### config.mk
export PLATFORM = sky130hd
export DESIGN_NAME = pipe_mask_decoder
export DESIGN_NICKNAME = d
export VERILOG_FILES = /design/src/rtl/pipe_mask_decoder.sv
export SDC_FILE = /design/constraint.sdc
export NUM_CORES = 1
export LEC_CHECK = 0
export ABC_AREA = 1
export BUFFER_PORTS_ARGS = -buffer_cell sky130_fd_sc_hd__buf_4
export CORE_UTILIZATION = 57
export CTS_CLUSTER_DIAMETER = 80
export CTS_CLUSTER_SIZE = 12
export DETAILED_ROUTE_END_ITERATION = 12
export GPL_ROUTABILITY_DRIVEN = 0
export GPL_TIMING_DRIVEN = 0
export PLACE_DENSITY = 0.79
export SYNTH_ARGS = -nofsm -noshare
export SYNTH_HDL_FRONTEND = slang
export SYNTH_SLANG_ARGS = --single-unit
### constraint.sdc
create_clock -name clk -period 1.4 [get_ports clk]
set_clock_uncertainty 0.2 [all_clocks]
set_input_delay 0.28 -clock clk [delete_from_list [all_inputs] [get_ports clk]]
set_output_delay 0.28 -clock clk [all_outputs]
set_load 0.01 [all_outputs]
### src/rtl/pipe_mask_decoder.sv
// Pipelined N-bit index decoder producing one-hot, thermometer or inverted one-hot masks.
// Predecodes the upper/lower index halves in stage 1 and combines them in the last stage.
module pipe_mask_decoder #(
  parameter int N      = 5,
  parameter int STAGES = 2
) (
  input  logic              clk,
  input  logic              rst,
  input  logic              in_valid,
  output logic              in_ready,
  input  logic [N-1:0]      x,
  input  logic [1:0]        mode,
  output logic              out_valid,
  input  logic              out_ready,
  output logic [2**N-1:0]   y
);

  localparam int L  = N / 2;
  localparam int H  = N - L;
  localparam int W  = 1 << N;
  localparam int WU = 1 << H;
  localparam int WV = 1 << L;
  localparam logic [N-1:0] LO_MASK = N'((1 << L) - 1);

  typedef struct packed {
    logic [1:0]    mode;
    logic [WU-1:0] u;
    logic [WU-1:0] ul;
    logic [WV-1:0] v;
    logic [WV-1:0] vl;
  } pre_t;

  logic [N-1:0]      xHi, xLo;
  logic [WU-1:0]     uIn, ulIn;
  logic [WV-1:0]     vIn, vlIn;
  pre_t              preIn_d;
  pre_t              lastPre;
  logic [W-1:0]      y_d, y_q;
  logic [STAGES:1]   v_q, v_d, upValid;
  logic [STAGES+1:1] load;

  // With L = 0 the lower half is empty: xLo is forced to 0 and V/Vl collapse to a single 1.
  assign xHi = x >> L;
  assign xLo = x & LO_MASK;

  for (genvar j = 0; j < WU; j++) begin : g_hi
    assign uIn[j]  = (xHi == N'(j));
    assign ulIn[j] = (N'(j) <= xHi);
  end

  for (genvar j = 0; j < WV; j++) begin : g_lo
    assign vIn[j]  = (xLo == N'(j));
    assign vlIn[j] = (N'(j) <= xLo);
  end

  assign preIn_d = {mode, uIn, ulIn, vIn, vlIn};

  for (genvar a = 0; a < WU; a++) begin : g_ca
    for (genvar b = 0; b < WV; b++) begin : g_cb
      logic oh, tl;
      assign oh = lastPre.u[a] & lastPre.v[b];
      assign tl = (lastPre.ul[a] & ~lastPre.u[a]) | (lastPre.u[a] & lastPre.vl[b]);
      assign y_d[a*WV+b] = (lastPre.mode == 2'b00) ? oh :
                           (lastPre.mode == 2'b01) ? tl :
                           (lastPre.mode == 2'b10) ? (~tl | oh) : ~oh;
    end
  end

  // A stage may load when it, or every stage downstream of it, can drain this cycle.
  assign load[STAGES+1] = out_ready;
  assign upValid[1]     = in_valid;
  for (genvar k = 1; k <= STAGES; k++) begin : g_stage
    assign load[k] = out_ready | ~(&v_q[STAGES:k]);
    assign v_d[k]  = load[k] ? upValid[k] : v_q[k];
    if (k > 1) begin : g_up
      assign upValid[k] = v_q[k-1];
    end
  end

  always_ff @(posedge clk) begin
    if (rst) v_q <= '0;
    else     v_q <= v_d;
  end

  if (STAGES == 1) begin : g_s1
    assign lastPre = preIn_d;
  end else begin : g_sn
    pre_t pre1_q;

    always_ff @(posedge clk) begin
      if (rst)                       pre1_q <= '0;
      else if (load[1] && in_valid)  pre1_q <= preIn_d;
    end

    if (STAGES == 3) begin : g_s3
      pre_t pre2_q;

      always_ff @(posedge clk) begin
        if (rst)                     pre2_q <= '0;
        else if (load[2] && v_q[1])  pre2_q <= pre1_q;
      end

      assign lastPre = pre2_q;
    end else begin : g_s2
      assign lastPre = pre1_q;
    end
  end

  always_ff @(posedge clk) begin
    if (rst)                                  y_q <= '0;
    else if (load[STAGES] && upValid[STAGES]) y_q <= y_d;
  end

  assign in_ready  = load[1] & ~rst;
  assign out_valid = v_q[STAGES];
  assign y         = y_q;

endmodule

==> Flow_metrics.wiki, run 1 <==
{| class="wikitable"
! Metric !! Value
|-
| Overall die width || 77.37 µm
|-
| Syn Std Cell Area || 3238 µm²
|-
| Slew at the pin with the worst max-slew slack || 0.6503 ns
|-
| Multi-input logic area || 1947 µm²
|-
| Final-stage net count || 569
|-
| Initial drt markers || 652
|-
| Synthesized flop and latch total || 58
|-
| PnR Total Power || 4.520 mW
|-
| # clock sinks || 58
|-
| Unique cell type count in the Yosys netlist || 25
|-
| Antenna violations before repair || 0
|-
| Maximum number of pins on one net before global-route repair || 11
|-
| Net Switching || 1.453 mW
|-
| Global-route congestion overflow total || 0
|-
| Buffers from clock root to sink, at most || 2
|-
| Share of total power in the clock network || 34.7%
|-
| Max Fclk || 0.6683 GHz
|-
| CP endpoint kind || register
|-
| Worst Setup Start Kind || register
|-
| Violated checks || setup timing
|-
| Clock latency on the worst-skew pair || 0.35 ns
|-
| Number of pins with negative max-slew slack in the final report || 0
|-
| Max-cap viol count || 0
|-
| Detailed-route via count || 4195
|-
| Grt peak-use layer || met2
|-
| Antenna Nets Post-Route || 0
|-
| GR Layer Usage met1 || 49.26%
|-
| Worst max-slew margin expressed relative to the limit || 56.65%
|-
| Per-cell via count in the routed design || 6.617
|-
| Detailed Routing Iterations Pass 1 || 7
|-
| Part of the power in registers || 40.7%
|-
| Unrepaired setup endpoints after global routing || true
|-
| Fraction of layout cells with a size suffix above 1 || 31.49%
|-
| Count of yosys warnings during synthesis || 0
|-
| Std cell rows || 27
|-
| Outcome || finished with violations
|-
| Power Density || 1009 nW/µm²
|-
| Port Buf Inserts || 44
|-
| First-pass GRT wire length || 16.59 mm
|-
| Worst Hold Class || in -> reg
|-
| Fill cell total of the finished layout || 366
|-
| Routed len/inst || 19.82 µm
|-
| Root cell of the clock tree || sky130_fd_sc_hd__clkbuf_8
|-
| Setup violations, final || 16
|-
| Die outline height || 77.37 µm
|-
| WP data arrival || 1.58 ns
|-
| FF-to-FF Start || g_sn.pre1_q[21]$_SDFFE_PP0P_
|-
| Post-layout minimum cycle time || 1.496 ns
|-
| Worst-path clk slew || 0.07 ns
|-
| Cell-internal power || 3.067 mW
|-
| Met2 track utilization from global routing || 53.10%
|-
| Core utilization of the finished layout || 81.35%
|-
| Critical Path Fanout Max || 10
|-
| Number of hold-slack violations in the final timing report || 0
|-
| Initial Utilization || 58.80%
|-
| Met3 track demand over resource in global routing || 8.118%
|-
| Count of H-tree levels built during CTS || 3
|-
| Beginning of the critical path || g_sn.pre1_q[21]$_SDFFE_PP0P_
|-
| Slack of the worst reg-to-reg path || -0.1 ns
|-
| Antenna diodes || 0
|-
| Tot GR Track Use || 36.33%
|-
| Area overhead of the layout relative to synthesis || 38.33%
|-
| Number of instances in the synthesized netlist || 488
|-
| Peak ir drop on the vdd network || 0.0007325 V
|-
| CTS Buf Count || 9
|-
| I/O pins || 45
|-
| Hold Startpoint || mode[0]
|-
| Proportion of power drawn by combinational gates || 24.6%
|-
| Full die area || 5986 µm²
|-
| Leak Pwr || 2.007 nW
|-
| Footprint of the flip-flops and latches || 1176 µm²
|-
| Number of nets produced by synthesis || 499
|-
| Sequential-to-total area share from yosys stat || 35.86%
|-
| Switching share of power || 32.15%
|-
| Detailed Place HPWL || 7.112 mm
|-
| Minimum setup slack in the final design || -0.09628 ns
|-
| Core area || 5507 µm²
|-
| Worst endpoint required time || 1.48 ns
|-
| CTS tree || done
|-
| Mean instance size in the synthesized netlist || 6.635 µm²
|-
| Type of the worst setup path || reg -> reg
|-
| Number of global-route vias before repair || 3297
|-
| Period Utilization, post-route || 106.9%
|-
| DRC viols || 0
|-
| Overall routed net length || 12.56 mm
|-
| Post-route cell area || 4479 µm²
|-
| Cell area reported after detailed placement || 3659 µm²
|}
[cell usage after synthesis]
cell type	count	area, µm²
sky130_fd_sc_hd__a211oi_2	2	25.02
sky130_fd_sc_hd__clkbuf_1	6	22.52
sky130_fd_sc_hd__buf_6	6	67.56
sky130_fd_sc_hd__nand2_1	117	439.2
sky130_fd_sc_hd__o2111ai_1	7	61.31
sky130_fd_sc_hd__inv_6	1	8.760
sky130_fd_sc_hd__buf_2	25	125.1
sky130_fd_sc_hd__nand2_2	3	18.77
sky130_fd_sc_hd__nor2_1	17	63.81
sky130_fd_sc_hd__inv_1	31	116.4
sky130_fd_sc_hd__nand2_4	1	11.26
sky130_fd_sc_hd__dfxtp_1	58	1161
sky130_fd_sc_hd__o22ai_1	3	18.77
sky130_fd_sc_hd__a31oi_1	17	106.4
sky130_fd_sc_hd__nand4_1	3	18.77
sky130_fd_sc_hd__o21ai_0	26	130.1
sky130_fd_sc_hd__nand3_1	84	420.4
sky130_fd_sc_hd__o211ai_1	1	7.510
sky130_fd_sc_hd__o21ai_1	1	5.000
sky130_fd_sc_hd__nand3_2	1	10.01
sky130_fd_sc_hd__inv_2	4	15.01
sky130_fd_sc_hd__clkbuf_2	1	5.000
sky130_fd_sc_hd__o211a_1	1	10.01
sky130_fd_sc_hd__buf_4	4	30.03
sky130_fd_sc_hd__a21oi_1	68	340.3
[worst max-delay path: stages, from the launching register on]
cell and delay, ns:
sky130_fd_sc_hd__dfxtp_1 0.41, sky130_fd_sc_hd__buf_2 0.27, sky130_fd_sc_hd__nand2_1 0.12, sky130_fd_sc_hd__nand3_1 0.11
sky130_fd_sc_hd__o2111ai_1 0.14, sky130_fd_sc_hd__a21oi_1 0.17
[kinds of logic (layout without fill, tap and decap cells)]
group / after synthesis / after routing / share of synthesized area [%]
AO/OA/AOI/OAI: 126 / 126 / 21.75
buffers and inverters: 78 / 152 / 12.06
flip-flops: 58 / 58 / 35.86
AND/OR/NAND/NOR: 226 / 226 / 30.33
[worst paths after layout]
check	depth (start not counted)	endpoint
max	5	y[20]$_SDFFE_PP0P_
min	3	g_sn.pre1_q[24]$_SDFFE_PP0P_
max reg2reg	5	y[20]$_SDFFE_PP0P_
min reg2reg	2	y[22]$_SDFFE_PP0P_
[routing by layer]
metal / part of all wire (%) / vias to the layer above
li1: - / 1812
met1: 37 / 1907
met2: 43 / 382
met3: 14 / 94
met4: 6.2 / 0
met5: 0 / -
[metrics by stage]
step	TNS (ns)	instances	hold WS, ns	setup WS, ns
2_1_floorplan	0	488	0.1530	0.07663
3_3_place_gp	-2.017	604	0.2570	-0.1656
3_5_place_dp	-2.535	604	0.2593	-0.1766
4_1_cts	-0.08498	622	0.01839	-0.08498
5_1_grt	-1.408	634	0.03901	-0.1321
6_report	-0.6391	634	0.007205	-0.09628
[layout make-up]
type	instances	area share (%)
timing repair buffer	59	11.93
sequential	58	26.26
timing repair inverter	1	0.1955
inverter	36	3.575
clock buffer	12	3.240
clock inverter	3	0.8939
tap	72	2.011
buffer	41	8.436
multi-input combinational	352	43.46
[layout by cell type, fill, tap and decap left out, types with 4 or more instances in the layout]
cell | synthesis | routed
sky130_fd_sc_hd__nand2_1 | 117 | 112
sky130_fd_sc_hd__nand3_1 | 84 | 65
sky130_fd_sc_hd__a21oi_1 | 68 | 61
sky130_fd_sc_hd__buf_4 | 4 | 59
sky130_fd_sc_hd__dfxtp_1 | 58 | 48
sky130_fd_sc_hd__inv_1 | 31 | 30
sky130_fd_sc_hd__nand3_2 | 1 | 17
sky130_fd_sc_hd__o21ai_1 | 1 | 15
sky130_fd_sc_hd__nor2_1 | 17 | 14
sky130_fd_sc_hd__a31oi_1 | 17 | 13
sky130_fd_sc_hd__clkbuf_8 | 0 | 10
sky130_fd_sc_hd__buf_6 | 6 | 9
sky130_fd_sc_hd__dfxtp_2 | 0 | 9
sky130_fd_sc_hd__clkbuf_4 | 0 | 8
sky130_fd_sc_hd__o21ai_0 | 26 | 8
sky130_fd_sc_hd__buf_8 | 0 | 7
sky130_fd_sc_hd__a21oi_2 | 0 | 7
sky130_fd_sc_hd__buf_2 | 25 | 6
sky130_fd_sc_hd__o2111ai_1 | 7 | 6
sky130_fd_sc_hd__nand2_2 | 3 | 6
sky130_fd_sc_hd__clkbuf_16 | 0 | 5
sky130_fd_sc_hd__clkbuf_1 | 6 | 4
sky130_fd_sc_hd__o21ai_2 | 0 | 4
[registers in the layout, indices dropped and copies added, names as in the netlist]
signal,flops
g_sn.pre1_q,24
v_q,2
y,32
[timing repair]
item	CTS	global route
resized for setup	17	131
pin swaps	1	23
buffers inserted	2	6
gates cloned	0	7
setup endpoints to repair	30	49
endpoints found under the hold margin	1	0
hold buffers	1	0
[power groups by stage]
stage | clock [mW] | sequential [mW] | combinational [mW]
final | 1.57 | 1.84 | 1.11
after CTS | 1.54 | 1.82 | 0.841
after detailed placement | 0 | 1.86 | 0.819
after global routing | 1.61 | 1.85 | 1.17
after floorplan | 0 | 1.87 | 0.502
after global placement | 0 | 1.85 | 0.809
Note: power is estimated with default switching activity, not from simulation.
==> inputs of run 2 (changes only) <==
--- a/config.mk
+++ b/config.mk
@@ -6,13 +6,13 @@
 export NUM_CORES = 1
 export LEC_CHECK = 0
 export ABC_AREA = 1
+export ABC_CLOCK_PERIOD_IN_PS = 1700
 export BUFFER_PORTS_ARGS = -buffer_cell sky130_fd_sc_hd__buf_4
 export CORE_UTILIZATION = 57
 export CTS_CLUSTER_DIAMETER = 80
 export CTS_CLUSTER_SIZE = 12
 export DETAILED_ROUTE_END_ITERATION = 12
 export GPL_ROUTABILITY_DRIVEN = 0
-export GPL_TIMING_DRIVEN = 0
 export PLACE_DENSITY = 0.79
 export SYNTH_ARGS = -nofsm -noshare
 export SYNTH_HDL_FRONTEND = slang
==> constraint.sdc (replaced) <==
create_clock -name clk -period 1.7 [get_ports clk]
set_clock_uncertainty 0.2 [all_clocks]
set_input_delay 0.34 -clock clk [delete_from_list [all_inputs] [get_ports clk]]
set_output_delay 0.34 -clock clk [all_outputs]
set_load 0.01 [all_outputs]
==> run 2 against run 1 <==
Final area down 14%. Register-to-register slack better by 0.23 ns. Combinational power down 42%. The flow now finishes without violations. Final cell count down 5.4%. First-iteration DRC count down 43%. Die area unchanged. Non-clock buffer count down 33. Hold slack better by 0.078 ns. Count of clock-buffer cells in the layout up 1. Sequential power down 17%.
==> Flow_metrics.wiki, run 2 (synthesis gave the netlist of run 1 again) <==
{| class="wikitable"
! Metric !! Value
|-
| Number of hold buffers added after cts || 0 (-1)
|-
| Port Buf Inserts || 44 (unchanged)
|-
| Worst-path clk slew || 0.06 ns (about the same)
|-
| Core utilization of the finished layout || 69.73% (-12 points)
|-
| Max-cap viol count || 0 (unchanged)
|-
| Fraction of layout cells with a size suffix above 1 || 17.99% (-14 points)
|-
| Overall die width || 77.37 µm (unchanged)
|-
| Detailed-route via count || 3536 (-16%)
|-
| Type of the worst setup path || reg -> out
|-
| Antenna diodes || 0 (unchanged)
|-
| Fill cell total of the finished layout || 458 (+25%)
|-
| Multi-input logic area || 1687 µm² (-13%)
|-
| Max stage delay on crit path || 0.38 ns (-0.03 ns)
|-
| Worst Hold Class || in -> reg
|-
| I/O pins || 45 (unchanged)
|-
| DRC viols || 0 (unchanged)
|-
| Peak ir drop on the vdd network || 0.0005885 V (-20%)
|-
| Initial Utilization || 58.80% (unchanged)
|-
| Max Fclk || 0.6206 GHz
|-
| Worst Setup Start Kind || register
|-
| Buffers from clock root to sink, at most || 2 (unchanged)
|-
| Root cell of the clock tree || sky130_fd_sc_hd__clkbuf_8
|-
| Per-cell via count in the routed design || 5.893 (-11%)
|-
| Post-layout minimum cycle time || 1.611 ns
|-
| Full die area || 5986 µm² (unchanged)
|-
| Final-stage net count || 535 (-6.0%)
|-
| Tot GR Track Use || 31.28% (-5.1 points)
|-
| Final sum of negative setup slack || 0 ns (+0.6391 ns)
|-
| Beginning of the critical path || v_q[2]$_SDFFE_PP0P_
|-
| Outcome || complete, no violations
|-
| Overall routed net length || 8.845 mm (-30%)
|-
| Std cell rows || 27 (unchanged)
|-
| Clock latency on the worst-skew pair || 0.34 ns (about the same)
|-
| CTS tree || done
|-
| Antenna violations before repair || 0 (unchanged)
|-
| Area overhead of the layout relative to synthesis || 18.59%
|-
| Die outline height || 77.37 µm (unchanged)
|-
| Core area || 5507 µm² (unchanged)
|-
| CP Cell Sequence || nand3_2 -> inv_1 -> nor2_1 -> buf_4
|-
| Global-route congestion overflow total || 0 (unchanged)
|-
| Detailed Routing Iterations Pass 1 || 6 (-1)
|-
| Setup violations, final || 0 (-16)
|-
| Antenna Nets Post-Route || 0 (unchanged)
|-
| Count of H-tree levels built during CTS || 3 (unchanged)
|-
| Standard cell with the maximum stage delay on the critical path || sky130_fd_sc_hd__dfxtp_1
|-
| CP endpoint kind || output pin
|-
| Worst Hold Margin || 0.08493 ns (+0.07773 ns)
|-
| Max reg flops || 32 (unchanged)
|-
| Routed len/inst || 14.74 µm (-26%)
|-
| Slew at the pin with the worst max-slew slack || 0.5886 ns (-0.06167 ns)
|-
| Hold Startpoint || x[0]
|-
| Period Utilization, post-route || 94.79%
|-
| Number of global-route vias before repair || 3123 (-5.3%)
|-
| Maximum number of pins on one net before global-route repair || 47 (+36)
|-
| Cell area reported after detailed placement || 3631 µm² (-0.75%)
|-
| Post-route cell area || 3840 µm² (-14%)
|-
| # clock sinks || 58 (unchanged)
|-
| Detailed Place HPWL || 5.864 mm (-18%)
|-
| WP data arrival || 1.07 ns (-0.51 ns)
|-
| Worst max-slew margin expressed relative to the limit || 60.71% (+4.1 points)
|-
| Filler-free cell count of the finished design || 600 (-5.4%)
|-
| Slack of the worst reg-to-reg path || 0.13 ns (+0.23 ns)
|-
| Number of hold-slack violations in the final timing report || 0 (unchanged)
|-
| CTS Buf Count || 9 (unchanged)
|-
| Power Density || 908.8 nW/µm² (-9.9%)
|-
| First-pass GRT wire length || 14.59 mm (-12%)
|-
| Unrepaired setup endpoints after global routing || false
|-
| Leak Pwr || 1.749 nW (-13%)
|-
| Most common cell after layout, fill and taps aside || sky130_fd_sc_hd__nand2_1
|-
| FF-to-FF Start || g_sn.pre1_q[24]$_SDFFE_PP0P_
|-
| Highest-count cells in the layout ignoring fill and taps || sky130_fd_sc_hd__nand2_1, sky130_fd_sc_hd__nand3_1, sky130_fd_sc_hd__a21oi_1
|-
| Cell count after placement || 585 (-3.1%)
|-
| Minimum setup slack in the final design || 0.08859 ns (+0.1849 ns)
|-
| Initial drt markers || 374 (-43%)
|-
| Worst slack at placement || 0.06221 ns (+0.2388 ns)
|-
| Worst endpoint required time || 1.16 ns (-0.32 ns)
|-
| Critical Path Fanout Max || 3 (-7)
|-
| Number of pins with negative max-slew slack in the final report || 0 (unchanged)
|-
| PnR Total Power || 3.490 mW (-23%)
|-
| Footprint of the flip-flops and latches || 1162 µm² (-1.2%)
|}
[run 2: cell types whose count changed in the layout (fill, tap and decap cells not counted), sizes merged]
| cell | delta |
|---|---|
| clkinvlp | +1 |
| buf | -15 |
| dlygate4sd3 | -1 |
| clkbuf | -16 |
| inv | -1 |
| clkinv | -2 |
[run 2: layout make-up]
| type | count | share of cell area (%) |
|---|---|---|
| Clock buffer | 13 | 4.399 |
| Clock inverter | 2 | 0.9123 |
| Inverter | 36 | 3.747 |
| Multi-Input combinational cell | 352 | 43.92 |
| Sequential cell | 58 | 30.27 |
| Tap cell | 72 | 2.346 |
| Timing Repair Buffer | 67 | 14.40 |
[run 2: path summary, 6_finish.rpt]
| check | endpoint | cells after the start |
|---|---|---|
| worst max-delay path | in_ready | 4 |
| worst min-delay path | g_sn.pre1_q[7]$_SDFFE_PP0P_ | 3 |
| worst max register to register | y[24]$_SDFFE_PP0P_ | 6 |
| worst min register to register | y[0]$_SDFFE_PP0P_ | 2 |
[run 2: where the power goes]
part           total, mW  switching, mW  internal, mW
Sequential          1.52         0.0768          1.44
Clock               1.33          0.539         0.787
Combinational      0.644          0.384         0.260
Total               3.49          0.999          2.49
[run 2: per-layer routing]
layer / wire, µm / track usage, %
met5: 0 / 0
met4: 214 / 16.98
met3: 893 / 8.353
met2: 4087 / 49.38
met1: 3649 / 38.68
[run 2: critical path: cells and delay by family, from the launching register on]
family                 cells  cell delay, ns
buffers and inverters      2            0.20
DFF                        1            0.38
and+or+nand+nor            2            0.15
[run 2: timing repair]
item	4_1_cts	5_1_grt
gates resized for setup	0	3
setup endpoints to repair	0	2
buffers inserted	0	0
==> inputs of run 3 (changes only) <==
--- a/config.mk
+++ b/config.mk
@@ -8,12 +8,15 @@
 export ABC_AREA = 1
 export ABC_CLOCK_PERIOD_IN_PS = 1700
 export BUFFER_PORTS_ARGS = -buffer_cell sky130_fd_sc_hd__buf_4
+export CAP_MARGIN = 20
+export CORE_ASPECT_RATIO = 0.75
 export CORE_UTILIZATION = 57
 export CTS_CLUSTER_DIAMETER = 80
 export CTS_CLUSTER_SIZE = 12
 export DETAILED_ROUTE_END_ITERATION = 12
 export GPL_ROUTABILITY_DRIVEN = 0
 export PLACE_DENSITY = 0.79
+export RECOVER_POWER = 50
 export SYNTH_ARGS = -nofsm -noshare
 export SYNTH_HDL_FRONTEND = slang
 export SYNTH_SLANG_ARGS = --single-unit
==> run 3 against run 2 <==
Count of clock-buffer cells in the layout decreased by 4. First-iteration DRC count down 19%. Sequential share of layout area rose by 1.2 points. Final area is 3.7% lower. Wire length increased by 6.2%. Non-clock buffer count grew 2. Clock power is 4% higher. Combinational power fell by 4.0%. Fmax increased by 0.57%. Worst setup slack better by 0.0091 ns. Global-route usage grew 2.8 points. Core utilization shrank 1.4 points. Highest routed layer unchanged.
==> Flow_metrics.wiki, run 3 (synthesis gave the netlist of run 1 again) <==
{| class="wikitable"
! Metric !! Value
|-
| Tot GR Track Use || 34.03% (+2.8 points)
|-
| Worst max-slew margin expressed relative to the limit || 60.98% (+0.27 points)
|-
| Fill cell total of the finished layout || 515 (+12%)
|-
| Type of the worst setup path || reg -> reg
|-
| Die outline height || 67.28 µm (-13%)
|-
| Antenna Nets Post-Route || 0 (unchanged)
|-
| Highest-count cells in the layout ignoring fill and taps || sky130_fd_sc_hd__nand2_1, sky130_fd_sc_hd__nand3_1, sky130_fd_sc_hd__a21oi_1
|-
| Final-stage net count || 537 (+0.37%)
|-
| Multi-input logic area || 1687 µm² (unchanged)
|-
| Initial drt markers || 303 (-19%)
|-
| Post-layout minimum cycle time || 1.602 ns (-0.009119 ns)
|-
| Antenna violations before repair || 0 (unchanged)
|-
| Cell count after placement || 590 (+0.85%)
|-
| Power Density || 947.9 nW/µm² (+4.3%)
|-
| First-pass GRT wire length || 15.12 mm (+3.7%)
|-
| Worst endpoint required time || 1.73 ns (+0.57 ns)
|-
| Beginning of the critical path || g_sn.pre1_q[24]$_SDFFE_PP0P_
|-
| Count of H-tree levels built during CTS || 3 (unchanged)
|-
| Worst-path clk slew || 0.07 ns (about the same)
|-
| Core area || 5410 µm² (-1.7%)
|-
| Period Utilization, post-route || 94.25% (-0.54 points)
|-
| Critical Path Fanout Max || 40 (+37)
|-
| Max-cap viol count || 0 (unchanged)
|-
| Unrepaired setup endpoints after global routing || false
|-
| Footprint of the flip-flops and latches || 1164 µm² (+0.11%)
|-
| Detailed Routing Iterations Pass 1 || 5 (-1)
|-
| CP endpoint kind || register
|-
| Hold Startpoint || rst
|-
| Std cell rows || 23 (-15%)
|-
| Overall die width || 89.03 µm (+15%)
|-
| Leak Pwr || 1.617 nW (-7.5%)
|-
| Final sum of negative setup slack || 0 ns (unchanged)
|-
| Minimum setup slack in the final design || 0.09771 ns (+0.009119 ns)
|-
| Initial Utilization || 59.85% (+1.0 points)
|-
| Worst Hold Margin || 0.06520 ns (-0.01973 ns)
|-
| Max Fclk || 0.6241 GHz (+0.57%)
|-
| Worst Setup Start Kind || register
|-
| Buffers from clock root to sink, at most || 2 (unchanged)
|-
| I/O pins || 45 (unchanged)
|-
| Outcome || complete, no violations
|-
| Area overhead of the layout relative to synthesis || 14.18%
|-
| Filler-free cell count of the finished design || 605 (+0.83%)
|-
| Worst Hold Class || in -> reg
|-
| Port Buf Inserts || 44 (unchanged)
|-
| Setup violations, final || 0 (unchanged)
|-
| Per-cell via count in the routed design || 5.848 (-0.77%)
|-
| Most common cell after layout, fill and taps aside || sky130_fd_sc_hd__nand2_1
|-
| Maximum number of pins on one net before global-route repair || 46 (-2.1%)
|-
| Clock latency on the worst-skew pair || 0.35 ns (about the same)
|-
| # clock sinks || 58 (unchanged)
|-
| FF-to-FF Start || g_sn.pre1_q[24]$_SDFFE_PP0P_
|-
| CTS tree || done
|-
| Antenna diodes || 0 (unchanged)
|-
| Peak ir drop on the vdd network || 0.0005355 V (-9.0%)
|-
| Full die area || 5989 µm² (about the same)
|-
| CTS Buf Count || 9 (unchanged)
|-
| Worst slack at placement || 0.05872 ns (-0.003494 ns)
|-
| Max reg flops || 32 (unchanged)
|-
| Routed len/inst || 15.52 µm (+5.3%)
|-
| Global-route congestion overflow total || 0 (unchanged)
|-
| Overall routed net length || 9.389 mm (+6.2%)
|-
| Number of hold-slack violations in the final timing report || 0 (unchanged)
|-
| Number of pins with negative max-slew slack in the final report || 0 (unchanged)
|-
| Root cell of the clock tree || sky130_fd_sc_hd__clkbuf_8
|-
| DRC viols || 0 (unchanged)
|-
| Slew at the pin with the worst max-slew slack || 0.5847 ns (-0.003855 ns)
|-
| Number of hold buffers added after cts || 0 (unchanged)
|-
| Fraction of layout cells with a size suffix above 1 || 12.26% (-5.7 points)
|-
| Number of global-route vias before repair || 3096 (-0.86%)
|-
| Detailed-route via count || 3538 (+0.057%)
|-
| Detailed Place HPWL || 6.045 mm (+3.1%)
|-
| WP data arrival || 1.63 ns (+0.56 ns)
|}
-- run 3: changes by cell type in the layout (fill, tap and decap cells not counted), sizes merged --
| cell | before | now |
|---|---|---|
| inv | 35 | 36 |
| bufinv | 1 | 2 |
| clkbuf | 13 | 43 |
| buf | 67 | 35 |
| clkinv | 1 | 3 |
-- run 3: area by class of cell --
| cell class | count | share of cell area, % |
|---|---|---|
| Sequential cell | 58 | 31.47 |
| Tap cell | 75 | 2.538 |
| Clock inverter | 6 | 2.234 |
| Clock buffer | 9 | 3.350 |
| Inverter | 36 | 3.790 |
| Multi-Input combinational cell | 352 | 45.62 |
| Timing Repair Buffer | 69 | 11.00 |
-- run 3: where the power goes --
group / switching (mW) / leakage [nW] / internal (mW) / total, mW
Combinational: 0.404 / 1.04 / 0.214 / 0.618
Sequential: 0.0656 / 0.477 / 1.44 / 1.51
Clock: 0.569 / 0.105 / 0.808 / 1.38
-- run 3: worst paths after layout --
check,end,slack (ns),cells after the start
worst min register to register,y[25]$_SDFFE_PP0P_,0.26,2
worst min-delay path,g_sn.pre1_q[7]$_SDFFE_PP0P_,0.07,2
worst max-delay path,y[10]$_SDFFE_PP0P_,0.1,6
worst max register to register,y[10]$_SDFFE_PP0P_,0.1,6
-- run 3: stage by stage --
step / power (mW) / area (µm²) / utilization [%]
finish: 3.505 / 3697 / 68.34
global route: 3.657 / 3697 / 68.34
CTS: 3.548 / 3831 / 70.81
detailed placement: 2.180 / 3625 / 67.00
global placement: 2.163 / 3625 / 67.00
floorplan: 1.955 / 3238 / -
-- run 3: per-layer routing --
metal	up-vias	routed length (µm)	GRT usage (%)
met2	217	4144	52.69
met1	1572	3982	44.89
met4	0	153	12.10
met5	-	0	0
met3	20	1108	10.76
li1	1729	-	-
-- run 3: what timing repair did --
| action | in CTS | in global routing |
|---|---|---|
| setup endpoints to repair | 0 | 1 |
| gates resized for setup | 0 | 2 |
| setup buffers | 0 | 0 |
-- run 3: worst max-delay path, stage by stage (launching register included) --
cell and delay (ns):
sky130_fd_sc_hd__dfxtp_1 0.38, sky130_fd_sc_hd__inv_6 0.26, sky130_fd_sc_hd__nand3_1 0.25, sky130_fd_sc_hd__nand3_1 0.16, sky130_fd_sc_hd__nand2_1 0.06, sky130_fd_sc_hd__nand2_1 0.10
sky130_fd_sc_hd__a21oi_1 0.07
